===== config.mk =====
export PLATFORM = sky130hd
export DESIGN_NAME = fifo_rr_scheduler
export DESIGN_NICKNAME = d
export VERILOG_FILES = /design/src/rtl/fifo_rr_scheduler_pkg.sv /design/src/rtl/fifo_rr_scheduler_rr_arbiter.sv /design/src/rtl/fifo_rr_scheduler.sv
export SDC_FILE = /design/constraint.sdc
export NUM_CORES = 1
export LEC_CHECK = 0
export BUFFER_PORTS_ARGS = -buffer_cell sky130_fd_sc_hd__buf_2
export CAP_MARGIN = 20
export CORE_ASPECT_RATIO = 0.5
export CORE_UTILIZATION = 48
export DETAILED_ROUTE_END_ITERATION = 8
export GPL_ROUTABILITY_DRIVEN = 0
export PLACE_DENSITY = 0.89
export SKIP_CTS_REPAIR_TIMING = 1
export SYNTH_ARGS = -nofsm -noshare
export SYNTH_HDL_FRONTEND = slang
export SYNTH_SLANG_ARGS = --single-unit

===== constraint.sdc =====
create_clock -name clk -period 7.15 [get_ports clk]
set_input_delay 0.715 -clock clk [delete_from_list [all_inputs] [get_ports clk]]
set_output_delay 0.715 -clock clk [all_outputs]
set_load 0.01 [all_outputs]

===== src/rtl/fifo_rr_scheduler_pkg.sv =====
// rtl/fifo_rr_scheduler_pkg.sv - shared widths, entry layout and arbiter constants
package fifo_rr_scheduler_pkg;

  localparam int WIDTH_DEF  = 8;
  localparam int NREQ_DEF   = 4;
  localparam int IDW_DEF    = $clog2(NREQ_DEF);
  localparam int RR_PTR_RST = 0;

  function automatic int entry_width(input int width, input int idw);
    return width + idw;
  endfunction

  // FIFO entry as stored: source tag above payload
  typedef struct packed {
    logic [IDW_DEF-1:0]   src;
    logic [WIDTH_DEF-1:0] data;
  } entry_t;

endpackage


===== src/rtl/fifo_rr_scheduler_rr_arbiter.sv =====
// rtl/fifo_rr_scheduler_rr_arbiter.sv - rotating-priority one-hot arbiter
module rr_arbiter
  import fifo_rr_scheduler_pkg::*;
#(
  parameter int NREQ = 4,
  parameter int IDW  = $clog2(NREQ)
) (
  input  logic            clk,
  input  logic            rst,
  input  logic            enable,
  input  logic [NREQ-1:0] req,
  output logic [NREQ-1:0] gnt
);

  logic [IDW-1:0] ptr;
  logic [IDW-1:0] gidx;
  logic           found;
  int             idx;

  // First set request at or above ptr, wrapping modulo NREQ
  always_comb begin
    gnt   = '0;
    gidx  = '0;
    found = 1'b0;
    idx   = 0;
    if (enable) begin
      for (int k = 0; k < NREQ; k++) begin
        idx = int'(ptr) + k;
        if (idx >= NREQ) idx = idx - NREQ;
        if (!found && req[idx]) begin
          gnt[idx] = 1'b1;
          gidx     = IDW'(idx);
          found    = 1'b1;
        end
      end
    end
  end

  always_ff @(posedge clk) begin
    if (rst) begin
      ptr <= IDW'(RR_PTR_RST);
    end else if (found) begin
      ptr <= (gidx == IDW'(NREQ - 1)) ? '0 : gidx + 1'b1;
    end
  end

endmodule


===== src/rtl/fifo_rr_scheduler.sv =====
// rtl/fifo_rr_scheduler.sv - round-robin push sharing and valid/ready pop for an external FIFO
module fifo_rr_scheduler
  import fifo_rr_scheduler_pkg::*;
#(
  parameter int NREQ   = 4,
  parameter int WIDTH  = 8,
  parameter int DEPTH  = 8,
  parameter int IDW    = $clog2(NREQ),
  parameter int CNTWID = $clog2(DEPTH + 1)
) (
  input  logic                                clk,
  input  logic                                rst,
  input  logic [NREQ-1:0]                     req,
  input  logic [NREQ*WIDTH-1:0]               req_data,
  output logic [NREQ-1:0]                     gnt,
  output logic                                fifo_push,
  output logic [entry_width(WIDTH,IDW)-1:0]   fifo_data_in,
  output logic                                fifo_pop,
  input  logic                                fifo_empty,
  input  logic                                fifo_full,
  input  logic [entry_width(WIDTH,IDW)-1:0]   fifo_data_out,
  output logic                                out_valid,
  input  logic                                out_ready,
  output logic [WIDTH-1:0]                    out_data,
  output logic [IDW-1:0]                      out_src,
  output logic [CNTWID-1:0]                   occupancy,
  output logic                                err
);

  logic           can_push;
  logic [IDW-1:0] gnt_idx;

  assign out_valid          = (occupancy != '0) & ~rst;
  assign fifo_pop           = out_valid & out_ready;
  assign {out_src, out_data} = fifo_data_out;

  // A pop this cycle frees a slot, so a full FIFO can still accept a push
  assign can_push = (occupancy < CNTWID'(DEPTH)) | fifo_pop;

  rr_arbiter #(
    .NREQ (NREQ),
    .IDW  (IDW)
  ) u_arb (
    .clk    (clk),
    .rst    (rst),
    .enable (can_push & ~rst),
    .req    (req),
    .gnt    (gnt)
  );

  always_comb begin
    gnt_idx = '0;
    for (int i = 0; i < NREQ; i++) begin
      if (gnt[i]) gnt_idx = IDW'(i);
    end
  end

  assign fifo_push    = |gnt;
  assign fifo_data_in = {gnt_idx, req_data[gnt_idx*WIDTH +: WIDTH]};

  always_ff @(posedge clk) begin
    if (rst) begin
      occupancy <= '0;
    end else begin
      occupancy <= occupancy + CNTWID'(fifo_push) - CNTWID'(fifo_pop);
    end
  end

  // Shadow count and FIFO flags update on the same edge, so compare current values
  always_ff @(posedge clk) begin
    if (rst) begin
      err <= 1'b0;
    end else if (((occupancy == '0) != fifo_empty) ||
                 ((occupancy == CNTWID'(DEPTH)) != fifo_full)) begin
      err <= 1'b1;
    end
  end

endmodule


# Word level (Yosys, flattened, before mapping)
# Cells that the tools add are included.
[totals] reg_bits=7 inputBits=51 word_cells=106 output_inout_bits=32
[op_classes] n_bitwise=8 add_sub_neg=10 n_mux=53 n_eq_ne=4 order_cmp=13 n_shift=1 reduce_logical=14
[op_table] operator="two-way mux 32 bit" n=8
[op_table] operator="greater-or-equal comparator 32 x 1 -> 1 bit, second input constant" n=4
[op_table] operator="less-than comparator 32 x 4 -> 1 bit, second input constant" n=4
[op_table] operator="greater-or-equal comparator 32 x 4 -> 1 bit, second input constant" n=3
[op_table] operator="subtractor 32 x 4 -> 32 bit, second input constant" n=3
[op_table] operator="two-way mux 4 bit" n=8
[op_table] operator="variable part select 32 x 6 -> 8 bit" n=1
[op_table] operator="two-way mux 1 bit" n=21
[op_table] operator="two-way mux 2 bit" n=8
[op_table] operator="bitwise OR 4 bit" n=3
[op_table] operator="binary-select mux 1 bit (select 2 bit)" n=4
[op_table] operator="demux 1 bit (select 2 bit)" n=4
[op_table] operator="logical AND 1 bit" n=7
[op_table] operator="adder 2 x 2 -> 3 bit, second input constant" n=2
[op_table] operator="adder 4 x 1 -> 4 bit" n=1
[op_table] operator="== test 4 bit, second input constant" n=1
[op_table] operator="zero test 4 bit" n=1
[op_table] operator="less-than comparator 4 bit, second input constant" n=1
[op_table] operator="nonzero test 4 bit" n=1
[op_table] operator="OR reduction 4 bit" n=1
[op_table] operator="subtractor 2 x 3 -> 4 bit, second input constant" n=1
[op_table] operator="subtractor 4 x 1 -> 4 bit" n=1
[op_table] operator="adder 2 x 1 -> 3 bit, second input constant" n=1
[op_table] operator="AND 1 bit" n=3
[op_table] operator="other kinds (8)" n=11

# Depth between registers and ports, before layout
# Gate-level depths: netlist of the first run.
[depth] depth_word=27 ltp_mapped=17

# Modules after synthesis
# A second synthesis of the first run with hierarchy kept.
[hier_totals] cells_unflattened=153 hier_area_um2=1271.2
[modules_own_cells] mod="fifo_rr_scheduler" area_each_um2=723.2 n_inst=1 seq_area_each_um2=100.1 cells_per_inst=88
[modules_own_cells] mod="rr_arbiter" area_each_um2=548.0 n_inst=1 seq_area_each_um2=40.0 cells_per_inst=65

# Worst setup path after synthesis of the first run
# No wires, ideal clock.
[synth_path] path_type="reg-to-output" startpoint="register u_arb.ptr[0]" endpoint="output port fifo_data_in[0]" setup_slack_ps=3414 arrival_ps=3021 stages_incl_launch_ff=13 required_time_ps=6435 cell_sequence="dfxtp_1 -> buf_6 -> buf_2 -> inv_1 -> ha_1 -> clkbuf_1 -> mux2_2 -> or4b_2 -> nand4_1 -> a32oi_1 -> inv_2 -> nand3_1 -> a31oi_1"
[synth_between] elab_chain_cells=24 word_cells_on_any_way=78 cone_classes="7 x add/sub; 12 x order compare; 1 x shift; 45 x mux; 3 x bitwise; 10 x reduce/logical"
[synth_rtl] element="start, declared" line="fifo_rr_scheduler_rr_arbiter.sv:15" source="logic [IDW-1:0] ptr;"
[synth_rtl] element="start signal, assigned" line="fifo_rr_scheduler_rr_arbiter.sv:41" source="ptr <= IDW'(RR_PTR_RST);"
[synth_rtl] element="start signal, assigned" line="fifo_rr_scheduler_rr_arbiter.sv:43" source="ptr <= (gidx == IDW'(NREQ - 1)) ? '0 : gidx + 1'b1;"
[synth_rtl] element="branches (longest 18 deep; another with subtractor 32 x 4 -> 32 bit)"
[synth_rtl] element="two-way mux 4 bit (*)" line="fifo_rr_scheduler_rr_arbiter.sv:30" source="if (!found && req[idx]) begin"
[synth_rtl] element="two-way mux 4 bit (*)" line="fifo_rr_scheduler_rr_arbiter.sv:26" source="if (enable) begin"
[synth_rtl] element="named net gnt[1]" line="fifo_rr_scheduler.sv:15" source="output logic [NREQ-1:0] gnt,"
[synth_rtl] element="two-way mux 1 bit (*)" line="fifo_rr_scheduler.sv:54" source="if (gnt[i]) gnt_idx = IDW'(i);"
[synth_rtl] element="two-way mux 2 bit (*) (2 in a row)" line="fifo_rr_scheduler.sv:54"
[synth_rtl] element="variable part select 32 x 6 -> 8 bit (*)" line="fifo_rr_scheduler.sv:59" source="assign fifo_data_in = {gnt_idx, req_data[gnt_idx*WIDTH +: WIDTH]};"
[synth_rtl] element="end, declared" line="fifo_rr_scheduler.sv:17" source="output logic [entry_width(WIDTH,IDW)-1:0] fifo_data_in,"
# Mark *: on every way through the listed nets, which the timed path passes. The select of a mux whose other input is x is not followed.

# Worst setup path after layout of the first run
[layout_path] startpoint="register u_arb.ptr[0]" endpoint="output port fifo_data_in[1]"
[layout_between] elab_chain_cells=24 word_cells_on_any_way=78 cone_classes="7 x add/sub; 12 x order compare; 1 x shift; 45 x mux; 3 x bitwise; 10 x reduce/logical"
[layout_rtl] element="branches (longest 18 deep; another with subtractor 32 x 4 -> 32 bit)"
[layout_rtl] element="two-way mux 4 bit (*)" line="fifo_rr_scheduler_rr_arbiter.sv:30"
[layout_rtl] element="two-way mux 4 bit (*)" line="fifo_rr_scheduler_rr_arbiter.sv:26"
[layout_rtl] element="two-way mux 1 bit" line="fifo_rr_scheduler.sv:54"
[layout_rtl] element="two-way mux 2 bit" line="fifo_rr_scheduler.sv:54"
[layout_rtl] element="two-way mux 2 bit (*)" line="fifo_rr_scheduler.sv:54"
[layout_rtl] element="variable part select 32 x 6 -> 8 bit (*)" line="fifo_rr_scheduler.sv:59"
# Mark *: on every way between the ends. The select of a mux whose other input is x is not followed.

==> results of run 1 <==
Yosys cell counts (2+ instances only):
cell                       number
sky130_fd_sc_hd__buf_2          2
sky130_fd_sc_hd__buf_6          2
sky130_fd_sc_hd__a21o_1         4
sky130_fd_sc_hd__inv_1         21
sky130_fd_sc_hd__a31oi_1        8
sky130_fd_sc_hd__a22oi_1        2
sky130_fd_sc_hd__nor2_1        12
sky130_fd_sc_hd__o41ai_1        8
sky130_fd_sc_hd__nor2b_1        3
sky130_fd_sc_hd__ha_1          10
sky130_fd_sc_hd__buf_4         12
sky130_fd_sc_hd__mux2i_1        4
sky130_fd_sc_hd__and2_1         4
sky130_fd_sc_hd__o211ai_1       8
sky130_fd_sc_hd__xnor2_1        5
sky130_fd_sc_hd__o21ai_0        8
sky130_fd_sc_hd__dfxtp_1        7
sky130_fd_sc_hd__clkbuf_1       5
sky130_fd_sc_hd__nand2b_1       3
sky130_fd_sc_hd__mux2_2         2
sky130_fd_sc_hd__nand3_1       10
sky130_fd_sc_hd__mux4_2         3
sky130_fd_sc_hd__nor3_1         3
sky130_fd_sc_hd__a21oi_1        6
sky130_fd_sc_hd__nand2_1        7
sky130_fd_sc_hd__nand3b_1       2
final cells by class:
cell class / instances / area [µm²]
inverter: 22 / 82.58
timing repair buffer: 63 / 317.8
clock buffer: 4 / 45.04
fill: 220 / 1015
sequential: 7 / 140.1
multi-input combinational: 136 / 1070
tap: 37 / 46.29
metal layers:
layer / global-route usage / vias up / share of wire / wire (µm)
li1: - / 772 / - / -
met1: 0.3211 / 766 / 0.45 / 1704
met2: 0.3966 / 76 / 0.46 / 1756
met3: 0.02889 / 4 / 0.087 / 333
met4: 0.04091 / 0 / 0.0065 / 25
met5: 0 / - / 0 / 0
sequential cells by signal, summed over array words and instances (netlist names):
signal / count
occupancy: 4
u_arb.ptr: 2
err: 1
worst paths after layout:
kind                                   endpoint  slack [ns]  cells after the start
worst min register to register              err        0.48                      2
worst max register to register     occupancy[2]        2.69                     13
worst min-delay path                        err        0.48                      2
worst max-delay path            fifo_data_in[1]        2.55                      9
through the flow:
step	hold WS (ns)	std cells
finish	0.4812	269
CTS	0.4863	268
detailed placement	0.4771	264
global route	0.5404	269
floorplan	0.5158	186
global placement	0.4589	264
report_power, final:
part / total [mW] / leakage, nW / switching, mW / internal, mW
sequential: 0.0895 / 0.0582 / 0.0348 / 0.0547
combinational: 0.615 / 0.709 / 0.350 / 0.264
clock: 0.0562 / 0.0228 / 0.0176 / 0.0386
cell usage in the layout (no fill, tap or decap), types with 4 or more instances in the layout:
master / count
sky130_fd_sc_hd__a21oi_1: 6
sky130_fd_sc_hd__o21ai_0: 8
sky130_fd_sc_hd__o41ai_1: 8
sky130_fd_sc_hd__buf_2: 62
sky130_fd_sc_hd__inv_1: 21
sky130_fd_sc_hd__o211ai_1: 8
sky130_fd_sc_hd__dfxtp_1: 7
sky130_fd_sc_hd__a21o_1: 4
sky130_fd_sc_hd__a31oi_1: 8
sky130_fd_sc_hd__nor2_1: 12
sky130_fd_sc_hd__nand3_1: 10
sky130_fd_sc_hd__nand2_1: 7
sky130_fd_sc_hd__mux2i_1: 4
sky130_fd_sc_hd__ha_1: 10
sky130_fd_sc_hd__and2_1: 4
sky130_fd_sc_hd__xnor2_1: 5
worst max-delay path: stages, from the launching register on:
cell                      delay (ns)
sky130_fd_sc_hd__dfxtp_1        0.82
sky130_fd_sc_hd__inv_1          0.19
sky130_fd_sc_hd__ha_1           0.46
sky130_fd_sc_hd__mux4_2         0.46
sky130_fd_sc_hd__nor4b_4        0.37
sky130_fd_sc_hd__and2_1         0.36
sky130_fd_sc_hd__o21a_1         0.43
sky130_fd_sc_hd__a21oi_2        0.17
sky130_fd_sc_hd__a31oi_1        0.24
sky130_fd_sc_hd__buf_2          0.16
kinds of logic (layout without fill, tap and decap cells):
| family | count (synthesis) | in the layout |
|---|---|---|
| AOI/OAI and AO/OA | 56 | 56 |
| buffers and inverters | 43 | 89 |
| and+or+nand+nor | 53 | 53 |
| adders and majority gates | 11 | 11 |
| xor gates and xnor gates | 6 | 6 |
| muxes | 10 | 10 |
| DFF | 7 | 7 |
==> impl_table.tex, run 1 <==
\begin{tabular}{lr}
\hline
Metric & Value \\
\hline
\multicolumn{2}{l}{\textbf{Logic synthesis}} \\
\quad Fraction of the mapped netlist area in adder cells & 0.1012 \\
\quad Flops \& latches, synth & 7 \\
\quad Number of instances in the synthesized netlist & 186 \\
\quad Main combinational cell family by area after synthesis & compound AO/OA/AOI/OAI gates \\
\quad Compound-Gate Fraction of Synth Area & 0.2871 \\
\quad Cell taking the most area after synthesis & sky130\_fd\_sc\_hd\_\_dfxtp\_1 \\
\quad Synth async-reset ratio & 0 \\
\quad Top post-synthesis cells by area & sky130\_fd\_sc\_hd\_\_dfxtp\_1 (9.8\%), sky130\_fd\_sc\_hd\_\_ha\_1 (8.7\%), sky130\_fd\_sc\_hd\_\_buf\_4 (6.3\%) \\
\quad Fraction of the yosys area taken by sequential cells & 0.09773 \\
\quad Yosys warnings & 0 \\
\quad Synthesized-area fraction occupied by and/or/nand/nor cells & 0.2120 \\
\quad Number of enable-type register cells in the synthesized netlist & 0 \\
\quad Most frequently used flop master after synthesis & sky130\_fd\_sc\_hd\_\_dfxtp\_1 \\
\quad Mux cell area share after synthesis & 0.1091 \\
\quad Synthesized netlist net count & 248 \\
\quad Share of the synthesized netlist area taken by xor and xnor gates & 0.03665 \\
\quad Number of distinct library cells after synthesis & 51 \\
\quad Cell area after synthesis & 1434 µm² \\
\quad Top-area cell type share of the netlist area & 0.09773 \\
\quad Syn\_area\_per\_cell & 7.709 µm² \\
\multicolumn{2}{l}{\textbf{Clock tree}} \\
\quad Root Buffer & sky130\_fd\_sc\_hd\_\_clkbuf\_8 \\
\quad Num Clock Sinks & 7 \\
\quad Clock transition time at the flip-flop clock pins of the worst setup and hold paths & 0.04 ns \\
\quad Clock tree from TritonCTS & done \\
\quad Maximum count of clock buffers along a single path & 2 \\
\quad Maximum level of the CTS H-tree & 1 \\
\quad Inserted Clock Buffers & 3 \\
\quad Source-to-sink clock delay at the later pin of the worst-skew pair & 0.23 ns \\
\multicolumn{2}{l}{\textbf{Worst setup path}} \\
\quad R2r startpoint & u\_arb.ptr[0] \\
\quad Biggest fanout along the worst timing path & 21 \\
\quad Kind of end point of the critical path & primary output \\
\quad CP Launch Point & u\_arb.ptr[0] \\
\quad Type of the worst setup path & flop to primary output \\
\quad Critical Path Source Type & flop \\
\quad CP arrival & 3.88 ns \\
\quad Crit path required time & 6.43 ns \\
\multicolumn{2}{l}{\textbf{STA}} \\
\quad Number of pins exceeding their max-slew limit in the final report & 0 \\
\quad Final period demand of the worst path & 4.598 ns \\
\quad Endpoints failing hold & 0 \\
\quad Final worst setup slack & 2.552 ns \\
\quad Largest clock skew in the final design & 0.002330 ns \\
\quad Worst Max-Slew Pin Slew & 0.8387 ns \\
\quad Tcrit/Tclk final & 0.6430 \\
\quad Final setup violation count & 0 \\
\quad Accumulated negative setup slack & 0 ns \\
\quad Slew HR & 0.4409 \\
\quad RSZ-0062 raised after global routing & false \\
\quad Highest achievable clock rate & 0.2175 GHz \\
\multicolumn{2}{l}{\textbf{Floorplan}} \\
\quad Number of placement rows & 13 \\
\quad Die Span X & 79.30 µm \\
\quad I/O pin cnt & 83 \\
\quad DIE AREA & 3223 µm² \\
\quad Initial Util & 0.5279 \\
\quad Die Y-Extent & 40.65 µm \\
\quad Core area & 2716 µm² \\
\multicolumn{2}{l}{\textbf{Detailed routing}} \\
\quad Vias & 1,618 \\
\quad First-pass iteration count of the detailed router & 5 \\
\quad Count of antenna-violating nets left after detailed routing & 0 \\
\quad Wire length after detailed routing & 3819 µm \\
\quad Average wire per cell in the routed design & 14.20 µm \\
\quad DRC violation count after routing & 0 \\
\quad Drt initial violations & 178 \\
\quad Detailed-route vias per instance & 6.015 \\
\multicolumn{2}{l}{\textbf{Cells and area}} \\
\quad Summed area of non-filler cells in the final layout & 1702 µm² \\
\quad Count of antenna diodes in the layout & 0 \\
\quad Final design utilization & 0.6264 \\
\quad Net count of the finished layout & 295 \\
\quad Area Overhead vs Synth & 18.67\% \\
\quad Share of cells above drive strength 1 & 0.3448 \\
\multicolumn{2}{l}{\textbf{Place}} \\
\quad Placed Area & 1649 µm² \\
\quad Final HPWL DP & 2956 µm \\
\quad Minimum setup slack after placement & 2.797 ns \\
\quad Buffers on Ports & 62 \\
\multicolumn{2}{l}{\textbf{Global routing}} \\
\quad Residual overflow from global routing & 0 \\
\quad Largest net degree at the start of global routing & 22 \\
\quad Antenna violations before repair & 0 \\
\quad Global-route wire length before repair & 5733 µm \\
\quad Total GRT Usage & 0.2305 \\
\quad Number of global-route vias before repair & 1,221 \\
\multicolumn{2}{l}{\textbf{Pwr}} \\
\quad Total power & 0.7604 mW \\
\quad P per Cell Area & 446.9 nW/µm² \\
\quad Worst vdd ir & 0.0002283 V \\
\quad Pleak & 0.7898 nW \\
\multicolumn{2}{l}{\textbf{Hold path}} \\
\quad Hold path start & err \\
\quad Type of the worst min-delay path & flop to flop \\
\multicolumn{2}{l}{\textbf{Status}} \\
\quad Outcome & complete, no violations \\
\multicolumn{2}{l}{\textbf{Job}} \\
\quad Reported max-cap violation count & 0 \\
\hline
\end{tabular}
No activity file was read; power rests on OpenSTA's default activity.
==> run 2, diff against run 1 <==
--- a/config.mk
+++ b/config.mk
@@ -8,10 +8,10 @@
 export BUFFER_PORTS_ARGS = -buffer_cell sky130_fd_sc_hd__buf_2
 export CAP_MARGIN = 20
 export CORE_ASPECT_RATIO = 0.5
-export CORE_UTILIZATION = 48
+export CORE_UTILIZATION = 45
 export DETAILED_ROUTE_END_ITERATION = 8
 export GPL_ROUTABILITY_DRIVEN = 0
-export PLACE_DENSITY = 0.89
+export PLACE_DENSITY = 0.84
 export SKIP_CTS_REPAIR_TIMING = 1
 export SYNTH_ARGS = -nofsm -noshare
 export SYNTH_HDL_FRONTEND = slang
==> constraint.sdc (replaced) <==
create_clock -name clk -period 4.32 [get_ports clk]
set_input_delay 0.432 -clock clk [delete_from_list [all_inputs] [get_ports clk]]
set_output_delay 0.432 -clock clk [all_outputs]
set_load 0.01 [all_outputs]
==> run 2 against run 1 <==
Power rose by 70%. Worst hold slack got worse by 0.00067 ns. Combinational power rose by 77%. Count of clock-buffer cells in the layout did not move. Final area rose by 1.1%. Largest cell class unchanged. Via count fell by 1.8%. Worst setup slack got worse by 2.0 ns. Highest routed layer unchanged. Largest power group unchanged. Critical path depth rose by 4. First-iteration DRC count fell by 33%.
==> impl_table.tex, run 2 (synthesized netlist as in run 1, its figures left out) <==
\begin{tabular}{lr}
\hline
Metric & Value \\
\hline
\multicolumn{2}{l}{\textbf{Status}} \\
\quad Outcome & complete, no violations \\
\multicolumn{2}{l}{\textbf{STA}} \\
\quad Final worst setup slack & 0.5657 ns (-1.987 ns) \\
\quad Worst Max-Slew Pin Slew & 0.8346 ns (-0.004099 ns) \\
\quad Slew HR & 0.4436 (+0.002732) \\
\quad Highest achievable clock rate & 0.2664 GHz \\
\quad Accumulated negative setup slack & 0 ns (unchanged) \\
\quad Tcrit/Tclk final & 0.8690 \\
\quad Number of pins exceeding their max-slew limit in the final report & 0 (unchanged) \\
\quad RSZ-0062 raised after global routing & false \\
\quad Final setup violation count & 0 (unchanged) \\
\quad Endpoints failing hold & 0 (unchanged) \\
\quad Largest clock skew in the final design & 0.003488 ns (+0.001158 ns) \\
\quad Final period demand of the worst path & 3.754 ns \\
\multicolumn{2}{l}{\textbf{Worst setup path}} \\
\quad Biggest fanout along the worst timing path & 11 (-48\%) \\
\quad Type of the worst setup path & flop to flop \\
\quad Critical Path Source Type & flop \\
\quad Kind of end point of the critical path & flop \\
\quad Crit path required time & 4.43 ns (-2.00 ns) \\
\quad CP arrival & 3.87 ns (about the same) \\
\multicolumn{2}{l}{\textbf{Cells and area}} \\
\quad Registers with the most flip-flops & occupancy x4, u\_arb.ptr x2, err x1 \\
\quad Biggest register & occupancy \\
\quad Count of antenna diodes in the layout & 0 (unchanged) \\
\quad Leading cell type in the layout, fill and taps excluded & sky130\_fd\_sc\_hd\_\_buf\_2 \\
\quad Most used cells in the layout excluding fill and tap cells & sky130\_fd\_sc\_hd\_\_buf\_2 (62), sky130\_fd\_sc\_hd\_\_inv\_1 (21), sky130\_fd\_sc\_hd\_\_nor2\_1 (12) \\
\quad Summed area of non-filler cells in the final layout & 1720 µm² (+1.1\%) \\
\quad Largest register FFs & 4 (unchanged) \\
\quad Net count of the finished layout & 297 (+0.68\%) \\
\quad Share of cells above drive strength 1 & 0.3504 (+0.005600) \\
\quad Area Overhead vs Synth & 19.98\% \\
\multicolumn{2}{l}{\textbf{Clock tree}} \\
\quad Clock transition time at the flip-flop clock pins of the worst setup and hold paths & 0.04 ns (about the same) \\
\quad Num Clock Sinks & 7 (unchanged) \\
\quad Clock tree from TritonCTS & done \\
\quad Source-to-sink clock delay at the later pin of the worst-skew pair & 0.23 ns (about the same) \\
\quad Maximum count of clock buffers along a single path & 2 (unchanged) \\
\quad Inserted Clock Buffers & 3 (unchanged) \\
\quad Root Buffer & sky130\_fd\_sc\_hd\_\_clkbuf\_8 \\
\quad Maximum level of the CTS H-tree & 1 (unchanged) \\
\multicolumn{2}{l}{\textbf{Global routing}} \\
\quad Global-route wire length before repair & 6292 µm (+9.8\%) \\
\quad Largest net degree at the start of global routing & 21 (-4.5\%) \\
\quad Number of global-route vias before repair & 1,453 (+19\%) \\
\quad Antenna violations before repair & 0 (unchanged) \\
\quad Total GRT Usage & 0.2338 (+0.003360) \\
\quad Residual overflow from global routing & 0 (unchanged) \\
\multicolumn{2}{l}{\textbf{Floorplan}} \\
\quad DIE AREA & 3430 µm² (+6.4\%) \\
\quad Die Span X & 81.83 µm (+3.2\%) \\
\quad Core area & 3013 µm² (+11\%) \\
\quad Number of placement rows & 14 (+1) \\
\quad Initial Util & 0.4759 (-0.05195) \\
\quad Die Y-Extent & 41.92 µm (+3.1\%) \\
\quad I/O pin cnt & 83 (unchanged) \\
\multicolumn{2}{l}{\textbf{Place}} \\
\quad Final HPWL DP & 3035 µm (+2.7\%) \\
\quad Minimum setup slack after placement & 0.6480 ns (-2.149 ns) \\
\quad Placed Area & 1668 µm² (+1.1\%) \\
\quad Buffers on Ports & 62 (unchanged) \\
\multicolumn{2}{l}{\textbf{Hold path}} \\
\quad Type of the worst min-delay path & flop to flop \\
\multicolumn{2}{l}{\textbf{Pwr}} \\
\quad P per Cell Area & 752.0 nW/µm² (+68\%) \\
\quad Pleak & 0.8003 nW (+1.3\%) \\
\quad Worst vdd ir & 0.0003259 V (+43\%) \\
\multicolumn{2}{l}{\textbf{Detailed routing}} \\
\quad Average wire per cell in the routed design & 14.36 µm (+1.2\%) \\
\quad Wire length after detailed routing & 3935 µm (+3.0\%) \\
\quad Drt initial violations & 120 (-33\%) \\
\quad Detailed-route vias per instance & 5.799 (-3.6\%) \\
\quad Vias & 1,589 (-1.8\%) \\
\quad First-pass iteration count of the detailed router & 5 (unchanged) \\
\quad Count of antenna-violating nets left after detailed routing & 0 (unchanged) \\
\quad DRC violation count after routing & 0 (unchanged) \\
\multicolumn{2}{l}{\textbf{Job}} \\
\quad Reported max-cap violation count & 0 (unchanged) \\
\hline
\end{tabular}
## run 2: cell count changes in the layout (fill, tap and decap cells not counted), sizes merged
cell and change:
buf +2
## run 2: area by class of cell
type / count / area, µm²
repair buffers: 65 / 332.8
clock buffers: 4 / 45.04
flip-flops and latches: 7 / 140.1
multi-input cells: 136 / 1070
fillers: 290 / 1292
inverters: 22 / 82.58
well taps: 40 / 50.05
## run 2: worst max-delay path: stages (launching register included)
cell                       delay (ns)
sky130_fd_sc_hd__dfxtp_1         0.33
sky130_fd_sc_hd__inv_1           0.07
sky130_fd_sc_hd__ha_1            0.42
sky130_fd_sc_hd__mux4_2          0.47
sky130_fd_sc_hd__nor4b_4         0.37
sky130_fd_sc_hd__and2_1          0.35
sky130_fd_sc_hd__o21a_1          0.43
sky130_fd_sc_hd__a21oi_2         0.16
sky130_fd_sc_hd__nand3b_1        0.21
sky130_fd_sc_hd__ha_1            0.20
sky130_fd_sc_hd__inv_1           0.06
sky130_fd_sc_hd__fa_1            0.37
sky130_fd_sc_hd__xor2_1          0.16
sky130_fd_sc_hd__nor2_1          0.05
## run 2: per-stage QoR
| step | hold slack, ns | total power, mW | instances | util |
|---|---|---|---|---|
| 5_1_grt | 0.5336 | 1.405 | 274 | 0.5710 |
| 3_5_place_dp | 0.4819 | 1.165 | 269 | 0.5536 |
| 3_3_place_gp | 0.4548 | 1.125 | 269 | 0.5536 |
| 6_report | 0.4806 | 1.294 | 274 | 0.5710 |
| 4_1_cts | 0.4929 | 1.268 | 273 | 0.5685 |
| 2_1_floorplan | 0.5158 | 0.9170 | 186 | - |
## run 2: path summary, 6_finish.rpt
check | to | cells past startpoint | slack, ns | startpoint
setup / recovery | occupancy[2] | 13 | 0.57 | u_arb.ptr[0]
hold reg to reg | err | 2 | 0.48 | err
setup reg to reg | occupancy[2] | 13 | 0.57 | u_arb.ptr[0]
hold / removal | err | 2 | 0.48 | err
## run 2: per-layer routing
| layer | routed length (µm) | vias up | share of wire | track usage |
|---|---|---|---|---|
| met2 | 1807 | 75 | 0.46 | 0.3636 |
| met4 | 106 | 0 | 0.027 | 0.1053 |
| met1 | 1715 | 722 | 0.44 | 0.3194 |
| met3 | 306 | 18 | 0.078 | 0.03297 |
| li1 | - | 774 | - | - |
| met5 | 0 | - | 0 | 0 |
## run 2: power by group
part	switching (mW)	total [mW]	leakage, nW	internal (mW)
logic	0.639	1.09	0.719	0.449
clock network	0.0306	0.0947	0.0228	0.0640
registers	0.0205	0.111	0.0582	0.0905
==> run 3, diff against run 2 <==
--- a/config.mk
+++ b/config.mk
@@ -8,10 +8,10 @@
 export BUFFER_PORTS_ARGS = -buffer_cell sky130_fd_sc_hd__buf_2
 export CAP_MARGIN = 20
 export CORE_ASPECT_RATIO = 0.5
-export CORE_UTILIZATION = 45
+export CORE_UTILIZATION = 40
 export DETAILED_ROUTE_END_ITERATION = 8
 export GPL_ROUTABILITY_DRIVEN = 0
-export PLACE_DENSITY = 0.84
+export PLACE_DENSITY = 0.82
 export SKIP_CTS_REPAIR_TIMING = 1
 export SYNTH_ARGS = -nofsm -noshare
 export SYNTH_HDL_FRONTEND = slang
==> constraint.sdc (replaced) <==
create_clock -name clk -period 3.3 [get_ports clk]
set_input_delay 0.33 -clock clk [delete_from_list [all_inputs] [get_ports clk]]
set_output_delay 0.33 -clock clk [all_outputs]
set_load 0.01 [all_outputs]
==> run 3 against run 2 <==
Worst hold slack got worse by 0.076 ns. Critical path depth fell by 2. Cell count up 8.8%. Combinational power grew 50%. Die area increased by 12%. Register-to-register slack worse by 0.46 ns. Core utilization up 2.9 points. Global-route usage down 1.3 points. Clock power increased by 33%. Worst setup slack worse by 0.49 ns. Critical path type is now flop to primary output.
==> impl_table.tex, run 3 (synthesized netlist as in run 1, its figures left out) <==
\begin{tabular}{lr}
\hline
Metric & Value \\
\hline
\multicolumn{2}{l}{\textbf{Clock tree}} \\
\quad Clock transition time at the flip-flop clock pins of the worst setup and hold paths & 0.04 ns (about the same) \\
\quad Clock tree from TritonCTS & done \\
\quad Maximum count of clock buffers along a single path & 2 (unchanged) \\
\quad Root Buffer & sky130\_fd\_sc\_hd\_\_clkbuf\_8 \\
\quad Num Clock Sinks & 7 (unchanged) \\
\quad Maximum level of the CTS H-tree & 1 (unchanged) \\
\quad Inserted Clock Buffers & 3 (unchanged) \\
\quad Source-to-sink clock delay at the later pin of the worst-skew pair & 0.23 ns (about the same) \\
\multicolumn{2}{l}{\textbf{Cells and area}} \\
\quad Final design utilization & 0.6003 (+0.02930) \\
\quad Biggest register & occupancy \\
\quad Fill cell instance count of the final layout & 289 (-0.34\%) \\
\quad Non-filler instance count after layout & 298 (+8.8\%) \\
\quad Largest register FFs & 4 (unchanged) \\
\quad Most used cells in the layout excluding fill and tap cells & sky130\_fd\_sc\_hd\_\_buf\_2 (62), sky130\_fd\_sc\_hd\_\_inv\_1 (19), sky130\_fd\_sc\_hd\_\_buf\_4 (18) \\
\quad Count of antenna diodes in the layout & 0 (unchanged) \\
\quad Area Overhead vs Synth & 34.21\% \\
\quad Registers with the most flip-flops & occupancy x4, u\_arb.ptr x2, err x1 \\
\quad Summed area of non-filler cells in the final layout & 1924 µm² (+12\%) \\
\quad Share of cells above drive strength 1 & 0.4280 (+0.07757) \\
\quad Net count of the finished layout & 313 (+5.4\%) \\
\quad Leading cell type in the layout, fill and taps excluded & sky130\_fd\_sc\_hd\_\_buf\_2 \\
\multicolumn{2}{l}{\textbf{Worst setup path}} \\
\quad Kind of end point of the critical path & primary output \\
\quad CP arrival & 2.89 ns (-0.98 ns) \\
\quad Number of gates on the worst path with buffers counted & 11 (-2) \\
\quad Biggest fanout along the worst timing path & 10 (-1) \\
\quad Type of the worst setup path & flop to primary output \\
\quad CP most frequent cell & sky130\_fd\_sc\_hd\_\_buf\_4 \\
\quad Sequence of cells on the critical path & inv\_1, ha\_4, mux4\_1, nor4b\_4, buf\_4, and2\_1, o21a\_1, buf\_4, o41ai\_1, a31oi\_1, buf\_2 \\
\quad Slowest CP cell & sky130\_fd\_sc\_hd\_\_o41ai\_1 \\
\quad Crit path required time & 2.97 ns (-1.46 ns) \\
\quad Critical path buffers and inverters & 4 (+2) \\
\quad Endpoint of the lowest-slack register-to-register path & occupancy[2] \\
\quad Register-to-Register Setup Slack & 0.11 ns (-0.46 ns) \\
\quad Max incr delay on CP & 0.45 ns (-0.02 ns) \\
\quad R2r startpoint & u\_arb.ptr[1] \\
\quad Critical Path Source Type & flop \\
\quad Kind of cell adding the most delay to the critical path & compound AO/OA/AOI/OAI gates \\
\quad Number of cells on the worst reg-to-reg path & 14 (+1) \\
\multicolumn{2}{l}{\textbf{Floorplan}} \\
\quad DIE AREA & 3843 µm² (+12\%) \\
\quad Die Span X & 86.67 µm (+5.9\%) \\
\quad Die Y-Extent & 44.34 µm (+5.8\%) \\
\quad Core area & 3206 µm² (+6.4\%) \\
\quad Number of placement rows & 14 (unchanged) \\
\quad Initial Util & 0.4473 (-0.02861) \\
\quad I/O pin cnt & 83 (unchanged) \\
\multicolumn{2}{l}{\textbf{Pwr}} \\
\quad P per Cell Area & 998.5 nW/µm² (+33\%) \\
\quad Worst vdd ir & 0.0003124 V (-4.2\%) \\
\quad Pleak & 0.8905 nW (+11\%) \\
\quad Total power & 1.921 mW (+49\%) \\
\multicolumn{2}{l}{\textbf{Detailed routing}} \\
\quad Wire length after detailed routing & 4334 µm (+10\%) \\
\quad Count of antenna-violating nets left after detailed routing & 0 (unchanged) \\
\quad DRC violation count after routing & 0 (unchanged) \\
\quad Drt initial violations & 74 (-38\%) \\
\quad Detailed-route vias per instance & 5.584 (-3.7\%) \\
\quad First-pass iteration count of the detailed router & 4 (-1) \\
\quad Vias & 1,664 (+4.7\%) \\
\quad Average wire per cell in the routed design & 14.54 µm (+1.3\%) \\
\multicolumn{2}{l}{\textbf{Place}} \\
\quad Placed Area & 1805 µm² (+8.3\%) \\
\quad Final HPWL DP & 3367 µm (+11\%) \\
\quad Total instance count after detailed placement & 288 (+7.1\%) \\
\quad Buffers on Ports & 62 (unchanged) \\
\quad Minimum setup slack after placement & 0.03997 ns (-0.6080 ns) \\
\multicolumn{2}{l}{\textbf{STA}} \\
\quad Tcrit/Tclk final & 0.9766 \\
\quad Worst Max-Slew Pin Slew & 0.6557 ns (-0.1789 ns) \\
\quad Slew HR & 0.5629 (+0.1193) \\
\quad Number of pins exceeding their max-slew limit in the final report & 0 (unchanged) \\
\quad Highest achievable clock rate & 0.3103 GHz \\
\quad Endpoints failing hold & 0 (unchanged) \\
\quad Minimum hold slack & 0.4048 ns (-0.07573 ns) \\
\quad RSZ-0062 raised after global routing & true \\
\quad Final worst setup slack & 0.07710 ns (-0.4886 ns) \\
\quad Final period demand of the worst path & 3.223 ns \\
\quad Accumulated negative setup slack & 0 ns (unchanged) \\
\quad Final setup violation count & 0 (unchanged) \\
\quad Largest clock skew in the final design & 0.0003318 ns (-0.003156 ns) \\
\multicolumn{2}{l}{\textbf{Hold path}} \\
\quad Type of the worst min-delay path & input port to flop \\
\quad Hold-critical path endpoint & occupancy[1] \\
\quad Hold path start & rst \\
\quad Cell depth of the worst min-delay path & 2 (unchanged) \\
\multicolumn{2}{l}{\textbf{Global routing}} \\
\quad Total GRT Usage & 0.2212 (-0.01264) \\
\quad Antenna violations before repair & 0 (unchanged) \\
\quad Largest net degree at the start of global routing & 16 (-24\%) \\
\quad Number of global-route vias before repair & 1,489 (+2.5\%) \\
\quad Global-route wire length before repair & 6603 µm (+4.9\%) \\
\quad Residual overflow from global routing & 0 (unchanged) \\
\multicolumn{2}{l}{\textbf{Job}} \\
\quad Reported max-cap violation count & 0 (unchanged) \\
\multicolumn{2}{l}{\textbf{Status}} \\
\quad Outcome & complete, no violations \\
\hline
\end{tabular}
run 3: power breakdown:
part,internal [mW],total (mW),switching (mW)
registers,0.122,0.163,0.0411
logic,0.744,1.63,0.889
clock network,0.0840,0.126,0.0416
run 3: final cells by class:
| cell class | instances | area (µm²) | area share |
|---|---|---|---|
| Inverter | 22 | 85.08 | 0.04421 |
| Timing Repair Buffer | 80 | 445.4 | 0.2315 |
| Tap cell | 48 | 60.06 | 0.03121 |
| Clock buffer | 4 | 45.04 | 0.02341 |
| Sequential cell | 7 | 143.9 | 0.07477 |
| Multi-Input combinational cell | 136 | 1137 | 0.5910 |
| Timing Repair inverter | 1 | 7.507 | 0.003901 |
run 3: worst max-delay path by stage:
| stage | end | from |
|---|---|---|
| 5_1_grt | fifo_data_in[6] | u_arb.ptr[1] |
| 4_1_cts | fifo_data_in[6] | u_arb.ptr[0] |
| 6_report | fifo_data_in[5] | u_arb.ptr[1] |
| 2_1_floorplan | occupancy[1] | u_arb.ptr[0] |
| 3_3_place_gp | occupancy[1] | u_arb.ptr[0] |
| 3_5_place_dp | fifo_data_in[6] | u_arb.ptr[0] |
run 3: routing by layer:
layer | vias up | track usage | wire (µm)
met2 | 72 | 0.3921 | 2137
met3 | 16 | 0.04104 | 275
met4 | 0 | 0.09000 | 80
li1 | 809 | - | -
met5 | - | 0 | 0
met1 | 767 | 0.2723 | 1840
